File: config.mk
export PLATFORM = sky130hd
export DESIGN_NAME = pipe_stage_reg
export DESIGN_NICKNAME = d
export VERILOG_FILES = /design/src/rtl/pipe_stage_reg_pkg.sv /design/src/rtl/pipe_stage_reg_sat_counter.sv /design/src/rtl/pipe_stage_reg.sv
export SDC_FILE = /design/constraint.sdc
export NUM_CORES = 1
export LEC_CHECK = 0
export ABC_AREA = 1
export CAP_MARGIN = 20
export CORE_MARGIN = 8
export CORE_UTILIZATION = 50
export CTS_CLUSTER_DIAMETER = 200
export DETAILED_ROUTE_END_ITERATION = 10
export PLACE_DENSITY_LB_ADDON = 0.05
export SETUP_SLACK_MARGIN = 0.1
export SYNTH_ARGS = -nofsm -noshare
export SYNTH_HDL_FRONTEND = slang
export SYNTH_SLANG_ARGS = --single-unit
File: constraint.sdc
create_clock -name clk_i -period 1.65 [get_ports clk_i]
set_input_delay 0.33 -clock clk_i [delete_from_list [all_inputs] [get_ports clk_i]]
set_output_delay 0.33 -clock clk_i [all_outputs]
set_load 0.01 [all_outputs]
File: src/rtl/pipe_stage_reg_pkg.sv
// pipe_stage_pkg: shared types, field widths and helpers for the pipeline stage register
package pipe_stage_pkg;

  // Occupancy of the stage: the state code is the number of held entries
  typedef enum logic [1:0] {
    EMPTY = 2'd0,
    ONE   = 2'd1,
    TWO   = 2'd2
  } state_e;

  localparam int WB_W       = 2;
  localparam int MEM_W      = 2;
  localparam int EX_W       = 7;
  localparam int CTRL_W_DEF = WB_W + MEM_W + EX_W;
  localparam int CNT_W      = 16;

  function automatic logic [1:0] occ_of(input state_e s);
    return (s == TWO) ? 2'd2 : (s == ONE) ? 2'd1 : 2'd0;
  endfunction

endpackage

File: src/rtl/pipe_stage_reg_sat_counter.sv
// sat_counter: event counter that sticks at all-ones instead of wrapping
module sat_counter
  import pipe_stage_pkg::*;
#(
  parameter int W = CNT_W
) (
  input  logic         clk_i,
  input  logic         rst_n,
  input  logic         inc_i,
  input  logic         clear_i,
  output logic [W-1:0] cnt_o
);

  logic [W-1:0] r_cnt;

  // count up on inc, hold at the ceiling, clear on reset or request
  always_ff @(posedge clk_i) begin
    if (!rst_n || clear_i) r_cnt <= '0;
    else if (inc_i && !(&r_cnt)) r_cnt <= r_cnt + 1'b1;
  end

  assign cnt_o = r_cnt;

endmodule

File: src/rtl/pipe_stage_reg.sv
// pipe_stage_reg: valid/ready stage register with two-entry skid buffer and N-source flush
// Optional PIPE_STAGE_PERF_EN adds saturating stall and flush counters.
module pipe_stage_reg
  import pipe_stage_pkg::*;
#(
  parameter int DATA_W  = 80,
  parameter int CTRL_W  = CTRL_W_DEF,
  parameter int FLUSH_N = 2
) (
  input  logic              clk_i,
  input  logic              rst_n,
  input  logic [FLUSH_N-1:0] flush_i,
  input  logic              in_valid_i,
  output logic              in_ready_o,
  input  logic [CTRL_W-1:0] in_ctrl_i,
  input  logic [DATA_W-1:0] in_data_i,
  output logic              out_valid_o,
  input  logic              out_ready_i,
  output logic [CTRL_W-1:0] out_ctrl_o,
  output logic [DATA_W-1:0] out_data_o,
  output logic [1:0]        occupancy_o
`ifdef PIPE_STAGE_PERF_EN
  ,
  output logic [CNT_W-1:0]  stall_cnt_o,
  output logic [CNT_W-1:0]  flush_cnt_o
`endif
);

  state_e            r_state, w_state;
  logic [CTRL_W-1:0] r_main_ctrl, r_skid_ctrl, w_main_ctrl, w_skid_ctrl;
  logic [DATA_W-1:0] r_main_data, r_skid_data, w_main_data, w_skid_data;
  logic              w_in_fire, w_out_fire, w_flush;

  // handshake status depends only on registered state, so ready never sees out_ready_i
  assign in_ready_o  = r_state != TWO;
  assign out_valid_o = r_state != EMPTY;
  assign occupancy_o = occ_of(r_state);
  assign out_ctrl_o  = out_valid_o ? r_main_ctrl : '0;
  assign out_data_o  = out_valid_o ? r_main_data : '0;
  assign w_in_fire   = in_valid_i & in_ready_o;
  assign w_out_fire  = out_valid_o & out_ready_i;
  assign w_flush     = |flush_i;

  // next state and entry contents; flush overrides any handshake in the same cycle
  always_comb begin
    w_state     = r_state;
    w_main_ctrl = r_main_ctrl;
    w_main_data = r_main_data;
    w_skid_ctrl = r_skid_ctrl;
    w_skid_data = r_skid_data;
    case (r_state)
      EMPTY: if (w_in_fire) begin
        w_state     = ONE;
        w_main_ctrl = in_ctrl_i;
        w_main_data = in_data_i;
      end
      ONE: if (w_in_fire && w_out_fire) begin
        w_main_ctrl = in_ctrl_i;
        w_main_data = in_data_i;
      end else if (w_in_fire) begin
        w_state     = TWO;
        w_skid_ctrl = in_ctrl_i;
        w_skid_data = in_data_i;
      end else if (w_out_fire) begin
        w_state = EMPTY;
      end
      TWO: if (w_out_fire) begin
        w_state     = ONE;
        w_main_ctrl = r_skid_ctrl;
        w_main_data = r_skid_data;
      end
      default: w_state = EMPTY;
    endcase
    if (w_flush) begin
      w_state     = EMPTY;
      w_main_ctrl = '0;
      w_main_data = '0;
      w_skid_ctrl = '0;
      w_skid_data = '0;
    end
  end

  // state and storage registers; reset squashes exactly like a flush
  always_ff @(posedge clk_i) begin
    if (!rst_n) begin
      r_state     <= EMPTY;
      r_main_ctrl <= '0;
      r_main_data <= '0;
      r_skid_ctrl <= '0;
      r_skid_data <= '0;
    end else begin
      r_state     <= w_state;
      r_main_ctrl <= w_main_ctrl;
      r_main_data <= w_main_data;
      r_skid_ctrl <= w_skid_ctrl;
      r_skid_data <= w_skid_data;
    end
  end

`ifdef PIPE_STAGE_PERF_EN
  logic w_stall_inc, w_flush_inc;

  assign w_stall_inc = out_valid_o & ~out_ready_i;
  assign w_flush_inc = w_flush & (r_state != EMPTY);

  sat_counter #(.W(CNT_W)) u_stall_cnt (
    .clk_i   (clk_i),
    .rst_n   (rst_n),
    .inc_i   (w_stall_inc),
    .clear_i (1'b0),
    .cnt_o   (stall_cnt_o)
  );

  sat_counter #(.W(CNT_W)) u_flush_cnt (
    .clk_i   (clk_i),
    .rst_n   (rst_n),
    .inc_i   (w_flush_inc),
    .clear_i (1'b0),
    .cnt_o   (flush_cnt_o)
  );
`endif

endmodule

### After elaboration in Yosys (flattened, before gate mapping)

Index checks and enable logic that the tools add are counted.

| storage, ports and cells | value |
|---|---|
| flip-flop bits (word level) | 184 |
| word-level logic and storage cells | 43 |
| input bits | 97 |
| output and inout port bits | 95 |

| cells by class | value |
|---|---|
| reduce and logical (&&, ||, !) cells | 8 |
| bitwise gates (word level) | 4 |
| eq/ne operators | 8 |
| muxes and demuxes | 18 |

Operator list:

| operator | number |
|---|---|
| 2-to-1 mux 80 bit | 4 |
| one-hot mux 80 bit (3 select lines) | 1 |
| 2-to-1 mux 11 bit | 4 |
| one-hot mux 11 bit (3 select lines) | 1 |
| 2-to-1 mux 2 bit | 6 |
| inequality test 2 bit, second input constant | 4 |
| AND reduction 4 bit | 2 |
| one-hot mux 2 bit (3 select lines) | 1 |
| inequality test 3 bit, second input constant | 1 |
| AND reduction 3 bit | 1 |
| nonzero test 3 bit | 1 |
| OR reduction 3 bit | 1 |
| bitwise AND 1 bit | 2 |
| equality test 2 x 1 -> 1 bit, second input constant | 1 |
| equality test 2 bit, second input constant | 1 |
| zero test 2 bit | 1 |
| inequality test 2 x 1 -> 1 bit, second input constant | 1 |
| NOT 1 bit | 2 |
| nonzero test 2 bit | 1 |
| logical AND 1 bit | 1 |
| 2-to-1 mux 1 bit | 1 |

### Longest topological paths before layout

Gate-level depths: netlist of run 1.

| logic depth | value |
|---|---|
| depth after elaboration | 6 |
| depth in mapped cells | 10 |
| depth with buffers taken out | 8 |

### Least setup slack after synthesis of run 1

Ideal clock, no wire load.

| path | value |
|---|---|
| kind | flip-flop to output port |
| from | reg r_state[1] |
| to | out out_valid_o |
| slack | 0.235 ns |
| data required time | 1.320 ns |
| cell stages (with the launch flop) | 6 |
| buffers on the path | 3 |
| arrival | 1.085 ns |
| path through | dfxtp_1 > buf_2 > nor2_2 > clkbuf_1 > buf_2 > inv_1 |

| between the ends | value |
|---|---|
| word-level cells in the longest chain between the ends | 1 |

RTL lines:

| what | line | RTL |
|---|---|---|
| start, declared | pipe_stage_reg.sv:29 | `state_e r_state, w_state;` |
| start signal, assigned | pipe_stage_reg.sv:92 | `r_state <= w_state;` |
| nonzero test 2 bit | pipe_stage_reg.sv:36 | `assign out_valid_o = r_state != EMPTY;` |
| end, declared | pipe_stage_reg.sv:17 | `output logic out_valid_o,` |

No other way between the ends.

### Worst setup path after layout of run 1

| path | value |
|---|---|
| from | reg r_state[1] |
| to | reg r_skid_data[74] |

| between the ends | value |
|---|---|
| word-level cells in the longest chain between the ends | 5 |
| elaborated cells between the ends (all ways) | 8 |
| classes of those cells | eq/ne (2); bitwise (3); reduce/logical (3) |

RTL lines:

| what | line | RTL |
|---|---|---|
| inequality test 2 bit / nonzero test 2 bit (equally long branches) | pipe_stage_reg.sv:35, pipe_stage_reg.sv:36 |  |
| bitwise AND 1 bit, on equally long branches | pipe_stage_reg.sv:40, pipe_stage_reg.sv:41 |  |
| logical AND 1 bit | pipe_stage_reg.sv:57 | `ONE: if (w_in_fire && w_out_fire) begin` |
| NOT 1 bit (no source line) | -- |  |
| AND reduction 3 bit (no source line) (*) | -- |  |
| end signal, assigned | pipe_stage_reg.sv:96 | `r_skid_data <= w_skid_data;` |
| end, declared | pipe_stage_reg.sv:31 | `logic [DATA_W-1:0] r_main_data, r_skid_data, w_main_data, w_skid_data;` |

Every way passes the cells marked *; elsewhere a longest branch is shown, timed or not.
A chain may end at the register's enable or synchronous reset.

==> results of run 1 <==
[flip-flops by register name, indices dropped and copies added, names as in the netlist]
register     flops
r_state          2
r_main_ctrl     11
r_main_data     80
r_skid_data     80
r_skid_ctrl     11
[what timing repair did]
item / CTS / global route
cloned: 15 / 34
resized for setup: 505 / 286
hold buffers: 0 / 0
buffers inserted: 21 / 29
pin swaps: 6 / 81
setup endpoints to repair: 246 / 279
[worst paths after layout]
check                                     from                      endpoint  slack (ps)
setup / recovery       r_state[1]$_SDFFE_PP0P_  r_skid_data[74]$_SDFFE_PP0P_        -340
hold / removal    r_skid_data[71]$_SDFFE_PP0P_  r_skid_data[71]$_SDFFE_PP0P_         470
setup reg to reg       r_state[1]$_SDFFE_PP0P_  r_skid_data[74]$_SDFFE_PP0P_        -340
hold reg to reg   r_skid_data[71]$_SDFFE_PP0P_  r_skid_data[71]$_SDFFE_PP0P_         470
[logic make-up (layout without fill, tap and decap cells)]
kind of cell / count (synthesis) / after routing / share of synthesized area, %
flops: 184 / 184 / 39.6
compound gates: 186 / 186 / 10.0
buf+inv: 310 / 570 / 14.2
simple gates: 830 / 830 / 36.2
[critical path, delay by kind of cell, from the launching register on]
kind | cells | cell delay [ps]
DFF | 1 | 360
buffers and inverters | 9 | 1110
and+or+nand+nor | 4 | 430
[power by group]
part           switching [mW]  internal (mW)
registers              0.0421           4.51
clock network            1.90           2.26
logic                   0.870          0.795
total                    2.81           7.56
[synthesized netlist by cell type (all sizes together)]
master  number
inv        190
nand3      184
nand4        1
a21oi       93
nand2      278
a21boi       1
dfxtp      184
nor2       366
nor3b        1
o21ai       92
buf        104
clkbuf      16
[per-stage QoR]
step | util (%) | total power, mW | setup slack [ps]
5_1_grt | 82.8 | 10.7 | -386
3_5_place_dp | 64.0 | 5.81 | -163
4_1_cts | 71.4 | 9.94 | -258
3_3_place_gp | 64.0 | 5.81 | -138
6_report | 82.8 | 10.4 | -340
2_1_floorplan | - | 5.29 | 235
[area by class of cell]
class	instances	area [µm²]
timing repair buffer	347	4520
clock inverter	12	143
fill	1175	3170
tap	234	293
inverter	190	758
sequential	184	3690
timing repair inverter	1	8.76
multi-input combinational	1016	5450
clock buffer	20	437
[routing by layer]
layer | wire length, µm | GRT usage, % | vias up | part of all wire [%]
met5 | 0 | 0 | - | 0
met3 | 3390 | 4.71 | 155 | 9.1
met1 | 14100 | 31.0 | 5144 | 38
met4 | 1990 | 9.19 | 0 | 5.3
met2 | 17900 | 40.9 | 655 | 48
li1 | - | - | 5181 | -
==> metrics, run 1 <==
buffers added on ports=between 150 and 200; sequential area share after synthesis=39.6%; Worst Setup Start Kind=flop; drt wl/cell=between 15 and 20 µm; post-route cell area=roughly 15000 µm²; clk slew on worst S/H paths=around 70 ps; Die W=152 µm; first-pass GRT wire length=about 47000 µm; share of layout cells above drive strength 1=between 20% and 30%; area leader, netlist=dfxtp_1; CP max FO=7; Critical Path RT=approximately 2000 ps; worst-margin pin slew=between 300 and 400 ps; post-route setup TNS=-66800 ps; Yosys top cell area share=around two fifths; worst vdd ir=0.779 mV; Area Overhead vs Synth=64.4%; GRT Total Usage=approximately a quarter; via count=11100; final WL=approximately 37000 µm; status=finished, violations left; final worst slack=-340 ps; fin crit period=approximately 2000 ps; Post-Syn Area=approximately 9300 µm²; First-pass DRT Iterations=5; CTS tree=yes; Layout Cells excl Fill=2004; clock latency on the worst-skew pair=between 400 and 500 ps; largest net degree at the start of global routing=77; DRC=0; crit end category=flop; I/O Pins=~190; Final period util=121%; syn avg cell area=6.16 µm²; Post-Syn Instances=around 1500; Crit path top cell by count=buf_12; R2R cell count=13; Worst Hold Class=reg -> reg; Num CTS Buffers=17; relative slew slack=79.9%; leak pwr=between 6 and 7 nW; Critical-path top delay cell=dfxtp_4; Starting DRT DRC Count=~880; vias in the first global route=between 9000 and 10000; Cell Pwr Density=slightly below 700 nW/µm²; core area=18500 µm²; Warnings, synthesis=0; unrepaired setup endpoints after global routing=yes; Worst path max stage delay=360 ps; flops & latches, synth=about 180; Achievable Freq=between 0.5 and 0.6 GHz; final slew viol count=0; arrival time at the worst endpoint=about 2400 ps; CTS H-Tree Depth=4; dpl cells=1881; clock tree sinks=184; most frequent cells in the layout=nor2_1, nand2_1, inv_1, dfxtp_1, nand3_1; post-DR vias/cell=between 5 and 6; skew final=between 7 and 8 ps; Final GP Congestion=0.840; Routed Antenna Nets=0; final setup fails=278; clk buf depth=2; top cells by area, synth=dfxtp_1, nor2_1, nand2_1; syn_nets=roughly 1600; Root Buffer=clkbuf_16; row cnt=50; commonest non-fill, non-tap cell in the layout=nor2_1; CP Cell Sequence=buf_4 > buf_6 > buf_12 > buf_12 > nor2_4 > buf_6 > nand3_4 > buf_12 > inv_12 > buf_12 > buf_16 > nor2_2 > nor2_1; dpl hpwl=16800 µm; Chip Height=about 150 µm; final hold viol count=0; die area=23200 µm²; antenna violations before repair=0; Distinct cells, synth=18; failing checks=setup timing; ant diodes=0; final net count=between 1500 and 2000; Crit Path Category=reg -> reg; overflow left after global routing=0; Hold Crit Depth=2; initial core utilization=50.4%; Placed Area=between 10000 and 15000 µm²; max_cap viols=0; Min Hold Slack=470 ps
Note: power is estimated with default switching activity, not from simulation.
==> run 2: changes to the inputs <==
--- a/config.mk
+++ b/config.mk
@@ -8,11 +8,12 @@
 export ABC_AREA = 1
 export CAP_MARGIN = 20
 export CORE_MARGIN = 8
-export CORE_UTILIZATION = 50
+export CORE_UTILIZATION = 52
 export CTS_CLUSTER_DIAMETER = 200
 export DETAILED_ROUTE_END_ITERATION = 10
 export PLACE_DENSITY_LB_ADDON = 0.05
 export SETUP_SLACK_MARGIN = 0.1
+export SLEW_MARGIN = 20
 export SYNTH_ARGS = -nofsm -noshare
 export SYNTH_HDL_FRONTEND = slang
 export SYNTH_SLANG_ARGS = --single-unit
==> metrics, run 2 (synthesis results as in run 1) <==
DRC=0; most frequent cells in the layout=nor2_1, nand2_1, inv_1, dfxtp_1, nand3_1; Layout fillers=about 1400; I/O Pins=around 190; post-route setup TNS=-26240 ps; fin crit period=between 1500 and 2000 ps; Crit Path Category=reg -> out; CP max FO=5; arrival time at the worst endpoint=around 1600 ps; final setup fails=about 190; clock tree sinks=184; final net count=around 1800; buffer and inverter count on the worst path=5; row cnt=slightly below 50; family with the most delay on the worst path=buffers and inverters; Regs by FF count=r_main_data: 80 flops, r_skid_data: 80 flops; crit end category=output pin; status=finished, violations left; Num CTS Buffers=17; Final period util=117%; via count=between 10000 and 15000; skew final=8.74 ps; worst-margin pin slew=~460 ps; Routed Antenna Nets=0; Top Metal Used=met4; clk slew on worst S/H paths=approximately 70 ps; Worst Hold Class=reg -> reg; met1 wire length=about 13000 µm; Setup crit end=out_data_o[70]; clock latency on the worst-skew pair=between 400 and 500 ps; final WL=30600 µm; core area=between 15000 and 20000 µm²; Worst Setup Start Kind=flop; Chip Height=150 µm; leak pwr=5.86 nW; final worst slack=-275 ps; share of layout cells above drive strength 1=about a fifth; Starting DRT DRC Count=845; R2R cell count=11; first-pass GRT wire length=about 44000 µm; Final Core Density=between 70% and 80%; terminus of the critical flop-to-flop path=r_main_data[2]$_SDFFE_PP0P_; drt wl/cell=15.7 µm; unrepaired setup endpoints after global routing=yes; Setup crit start=r_state[1]$_SDFFE_PP0P_; CTS H-Tree Depth=4; overflow left after global routing=0; antenna violations before repair=0; Hold Buf Count CTS=0; First-pass DRT Iterations=5; Cell Pwr Density=745 nW/µm²; worst vdd ir=0.766 mV; largest net degree at the start of global routing=a little over 80; Final GP Congestion=0.793; Achievable Freq=about 0.52 GHz; commonest non-fill, non-tap cell in the layout=nor2_1; Reg2Reg Setup Slack=-160 ps; register area=roughly 3700 µm²; CTS tree=yes; Setup Slack @ Placement=-222 ps; Tot Pwr=approximately 10 mW; CP Cell Sequence=nor2_4 > buf_12 > buf_6 > buf_6 > buf_6 > nor2_4 > buf_6; ant diodes=0; Min Hold Slack=between 400 and 500 ps; Area Overhead vs Synth=45.4%; Crit path top cell by count=buf_6; routed wl met2=14900 µm; dpl hpwl=around 17000 µm; post-DR vias/cell=around 5.2; relative slew slack=69.6%; met3 wire length=2030 µm; initial core utilization=a little over half; GRT Total Usage=between 20 and 25%; final slew viol count=0; die area=~22000 µm²; Root Buffer=clkbuf_16; Worst path max stage delay=approximately 360 ps; vias in the first global route=just under 9000; failing checks=setup timing; cell count along the critical path=7; reg2reg start=r_state[1]$_SDFFE_PP0P_; clk buf depth=2; final hold viol count=0; max_cap viols=0; multi-input logic area=roughly 4900 µm²; buffers added on ports=191; Critical-path top delay cell=dfxtp_4; Die W=approximately 150 µm; Critical Path RT=around 1300 ps
==> run 2: cell count changes in the layout (fill, tap and decap cells not counted), moves of 11 or more <==
cell           before  now
a21oi_1            83   47
a21oi_2             9   42
buf_12             42   31
buf_6              62   48
clkbuf_16          47   29
clkbuf_2            0   24
dlygate4sd2_1      12    0
nand3_1           145  167
nand3_2            34   14
nor2_1            274  327
nor2_2             47   15
nor2_4             45   24
o21ai_1            11   80
o21ai_2            71    0
==> run 2: worst min path at each step <==
| stage | cells after the start | to | slack (ps) | start |
|---|---|---|---|---|
| after CTS | 2 | r_skid_data[75]$_SDFFE_PP0P_ | 490 | r_skid_data[75]$_SDFFE_PP0P_ |
| after floorplan | 2 | r_main_ctrl[0]$_SDFFE_PP0P_ | 450 | r_main_ctrl[0]$_SDFFE_PP0P_ |
| after global routing | 2 | r_main_data[21]$_SDFFE_PP0P_ | 500 | r_main_data[21]$_SDFFE_PP0P_ |
| after detailed placement | 2 | r_main_data[68]$_SDFFE_PP0P_ | 470 | r_main_data[68]$_SDFFE_PP0P_ |
| final | 2 | r_main_data[41]$_SDFFE_PP0P_ | 480 | r_main_data[41]$_SDFFE_PP0P_ |
| after global placement | 2 | r_main_data[41]$_SDFFE_PP0P_ | 460 | r_main_data[41]$_SDFFE_PP0P_ |
==> run 2: metal layers <==
metal / vias up / track usage (%)
li1: 5058 / -
met2: 386 / 39.0
met1: 4644 / 31.3
met3: 70 / 4.69
met4: 0 / 10.1
met5: - / 0
==> run 2: stage by stage <==
| step | cell area, µm² | instances |
|---|---|---|
| 2_1_floorplan | 9300 | 1510 |
| 3_3_place_gp | 11600 | 1867 |
| 3_5_place_dp | 11600 | 1867 |
| 4_1_cts | 12400 | 1915 |
| 5_1_grt | 13500 | 1953 |
| 6_report | 13500 | 1953 |
==> run 2: what timing repair did <==
item | CTS | global route
buffers inserted | 8 | 23
cloned | 8 | 16
endpoints found under the setup margin | 276 | 279
pin swaps | 0 | 15
gates resized for setup | 228 | 331
==> run 2: cell type report <==
class                   count  share of cell area, %
inverters                 190                   5.46
multi-input cells        1016                   36.0
clock inverters            13                  0.824
repair buffers            300                   24.7
flip-flops and latches    184                   27.3
repair inverters            2                  0.268
well taps                 229                   2.12
clock buffers              19                   3.35
==> run 2: worst reg2reg max path, cell delays in order (launching register included) <==
cell and delay [ps]:
dfxtp_4 360, nor2_4 190, buf_12 150, buf_4 110, buf_8 100, nand2_4 60, nand2_8 130, buf_12 150
inv_16 70, clkbuf_16 160, a21oi_1 160, nor2_1 70
==> run 2: report_power, final <==
part           switching, mW  internal [mW]  total (mW)
registers             0.0445           4.51        4.55
logic                  0.785          0.785        1.57
clock network           1.90           2.06        3.95
total                   2.72           7.35        10.1
==> run 3: changes to the inputs <==
--- a/config.mk
+++ b/config.mk
@@ -12,7 +12,7 @@
 export CTS_CLUSTER_DIAMETER = 200
 export DETAILED_ROUTE_END_ITERATION = 10
 export PLACE_DENSITY_LB_ADDON = 0.05
-export SETUP_SLACK_MARGIN = 0.1
+export SETUP_SLACK_MARGIN = 0.5
 export SLEW_MARGIN = 20
 export SYNTH_ARGS = -nofsm -noshare
 export SYNTH_HDL_FRONTEND = slang
==> constraint.sdc (replaced) <==
create_clock -name clk_i -period 1.65 [get_ports clk_i]
set_input_delay 0.4125 -clock clk_i [delete_from_list [all_inputs] [get_ports clk_i]]
set_output_delay 0.4125 -clock clk_i [all_outputs]
set_load 0.01 [all_outputs]
==> metrics, run 3 (synthesis results as in run 1) <==
status=finished, violations left; I/O Pins=192; clk buf depth=2; CP max FO=4; core area=~18000 µm²; Final GP Congestion=slightly below 0.8; final hold viol count=0; Crit Path Category=reg -> out; First-pass DRT Iterations=6; met3 wire length=4700 µm; CTS tree=yes; antenna violations before repair=1; leak pwr=around 6.8 nW; CTS H-Tree Depth=4; Chip Height=around 150 µm; drt wl/cell=around 21 µm; skew final=a little under 9 ps; commonest non-fill, non-tap cell in the layout=nand2_1; final worst slack=-516 ps; dpl hpwl=roughly 17000 µm; largest net degree at the start of global routing=around 90; Routed Antenna Nets=0; via count=around 12000; Cell Pwr Density=683 nW/µm²; initial core utilization=52.3%; final net count=1874; Num CTS Buffers=17; final slew viol count=0; Area Overhead vs Synth=64.4%; met1 wire length=approximately 14000 µm; first-pass GRT wire length=~44000 µm; final WL=42500 µm; Worst Hold Class=reg -> reg; Achievable Freq=between 0.4 and 0.5 GHz; Die W=approximately 150 µm; Layout Cells excl Fill=between 2000 and 2500; unrepaired setup endpoints after global routing=yes; startpoint of the worst hold path=r_skid_data[18]$_SDFFE_PP0P_; DRC=0; Setup crit start=r_state[1]$_SDFFE_PP0P_; Root Buffer=clkbuf_16; Regs by FF count=r_main_data: 80 flops, r_skid_data: 80 flops; worst vdd ir=between 0.7 and 0.8 mV; share of layout cells above drive strength 1=between 30% and 40%; dpl cells=about 1900; arrival time at the worst endpoint=1750 ps; fin crit period=about 2200 ps; Layout fillers=971; Hold Buf Count CTS=0; vias in the first global route=9194; row cnt=between 40 and 50; overflow left after global routing=0; Worst Setup Start Kind=flop; routed wl met2=20200 µm; max_cap viols=0; failing checks=setup timing; worst-margin pin slew=between 400 and 500 ps; crit end category=output pin; clk slew on worst S/H paths=approximately 70 ps; die area=approximately 22000 µm²; relative slew slack=between 60 and 70%; GRT Total Usage=24.2%; reg2reg start=r_state[0]$_SDFFE_PP0P_; post-route setup TNS=-79830 ps; clock latency on the worst-skew pair=~440 ps; most frequent cells in the layout=nand2_1, nor2_1, inv_1, dfxtp_1, nand3_1; Starting DRT DRC Count=~1400; buffers added on ports=about 190; Critical Path RT=between 1000 and 1500 ps; final setup fails=about 280; clock tree sinks=approximately 180; post-DR vias/cell=roughly 5.8; Top Metal Used=met5; Final period util=131%
[run 3: timing repair]
item,in CTS,in global routing
setup endpoints to repair,279,279
hold endpoints to repair,0,0
pin swaps,4,93
resized for setup,222,241
cloned,5,59
buffers inserted,21,34
[run 3: area by class of cell]
cell class              count  area (µm²)  area share, %
clock buffers              18         429           2.81
multi-input cells        1017        5380           35.2
diodes                      1        2.50         0.0164
well taps                 229         287           1.87
repair buffers            363        4560           29.8
flip-flops and latches    184        3690           24.1
clock inverters            14         118          0.769
repair inverters            4        68.8          0.450
inverters                 190         759           4.97
[run 3: metrics by stage]
stage | instance area, µm² | worst slack (ps) | hold slack (ps) | util, % | power [mW]
2_1_floorplan | 10300 | 340 | 455 | - | 5.51
3_3_place_gp | 12300 | -332 | 462 | 69.2 | 5.92
3_5_place_dp | 12300 | -377 | 472 | 69.2 | 5.94
4_1_cts | 13100 | -570 | 488 | 73.7 | 9.80
5_1_grt | 15300 | -547 | 496 | 86.0 | 10.7
6_report | 15300 | -516 | 471 | 86.0 | 10.4
[run 3: per-layer routing]
| metal | vias up | global-route usage (%) |
|---|---|---|
| met2 | 887 | 42.0 |
| met3 | 291 | 4.81 |
| met4 | 2 | 8.45 |
| li1 | 5211 | - |
| met5 | - | 0 |
| met1 | 5323 | 29.2 |
[run 3: final timing paths]
path	slack, ps	end	cells past startpoint
worst min register to register	470	r_skid_data[18]$_SDFFE_PP0P_	2
worst max register to register	-440	r_skid_data[70]$_SDFFE_PP0P_	12
worst max-delay path	-520	out_data_o[72]	9
worst min-delay path	470	r_skid_data[18]$_SDFFE_PP0P_	2
[run 3: power breakdown]
group / internal (mW) / switching, mW / leakage [nW]
logic: 0.963 / 0.972 / 5.05
registers: 4.51 / 0.0553 / 1.49
clock network: 1.97 / 1.97 / 0.265
total: 7.44 / 3.00 / 6.81
[run 3: critical path, cell delays in order, from the launching register on]
cell,delay (ps)
dfxtp_4,350
nor2_4,190
buf_6,140
buf_12,100
buf_12,90
buf_6,90
buf_6,100
buf_6,90
nor2_4,30
buf_6,110
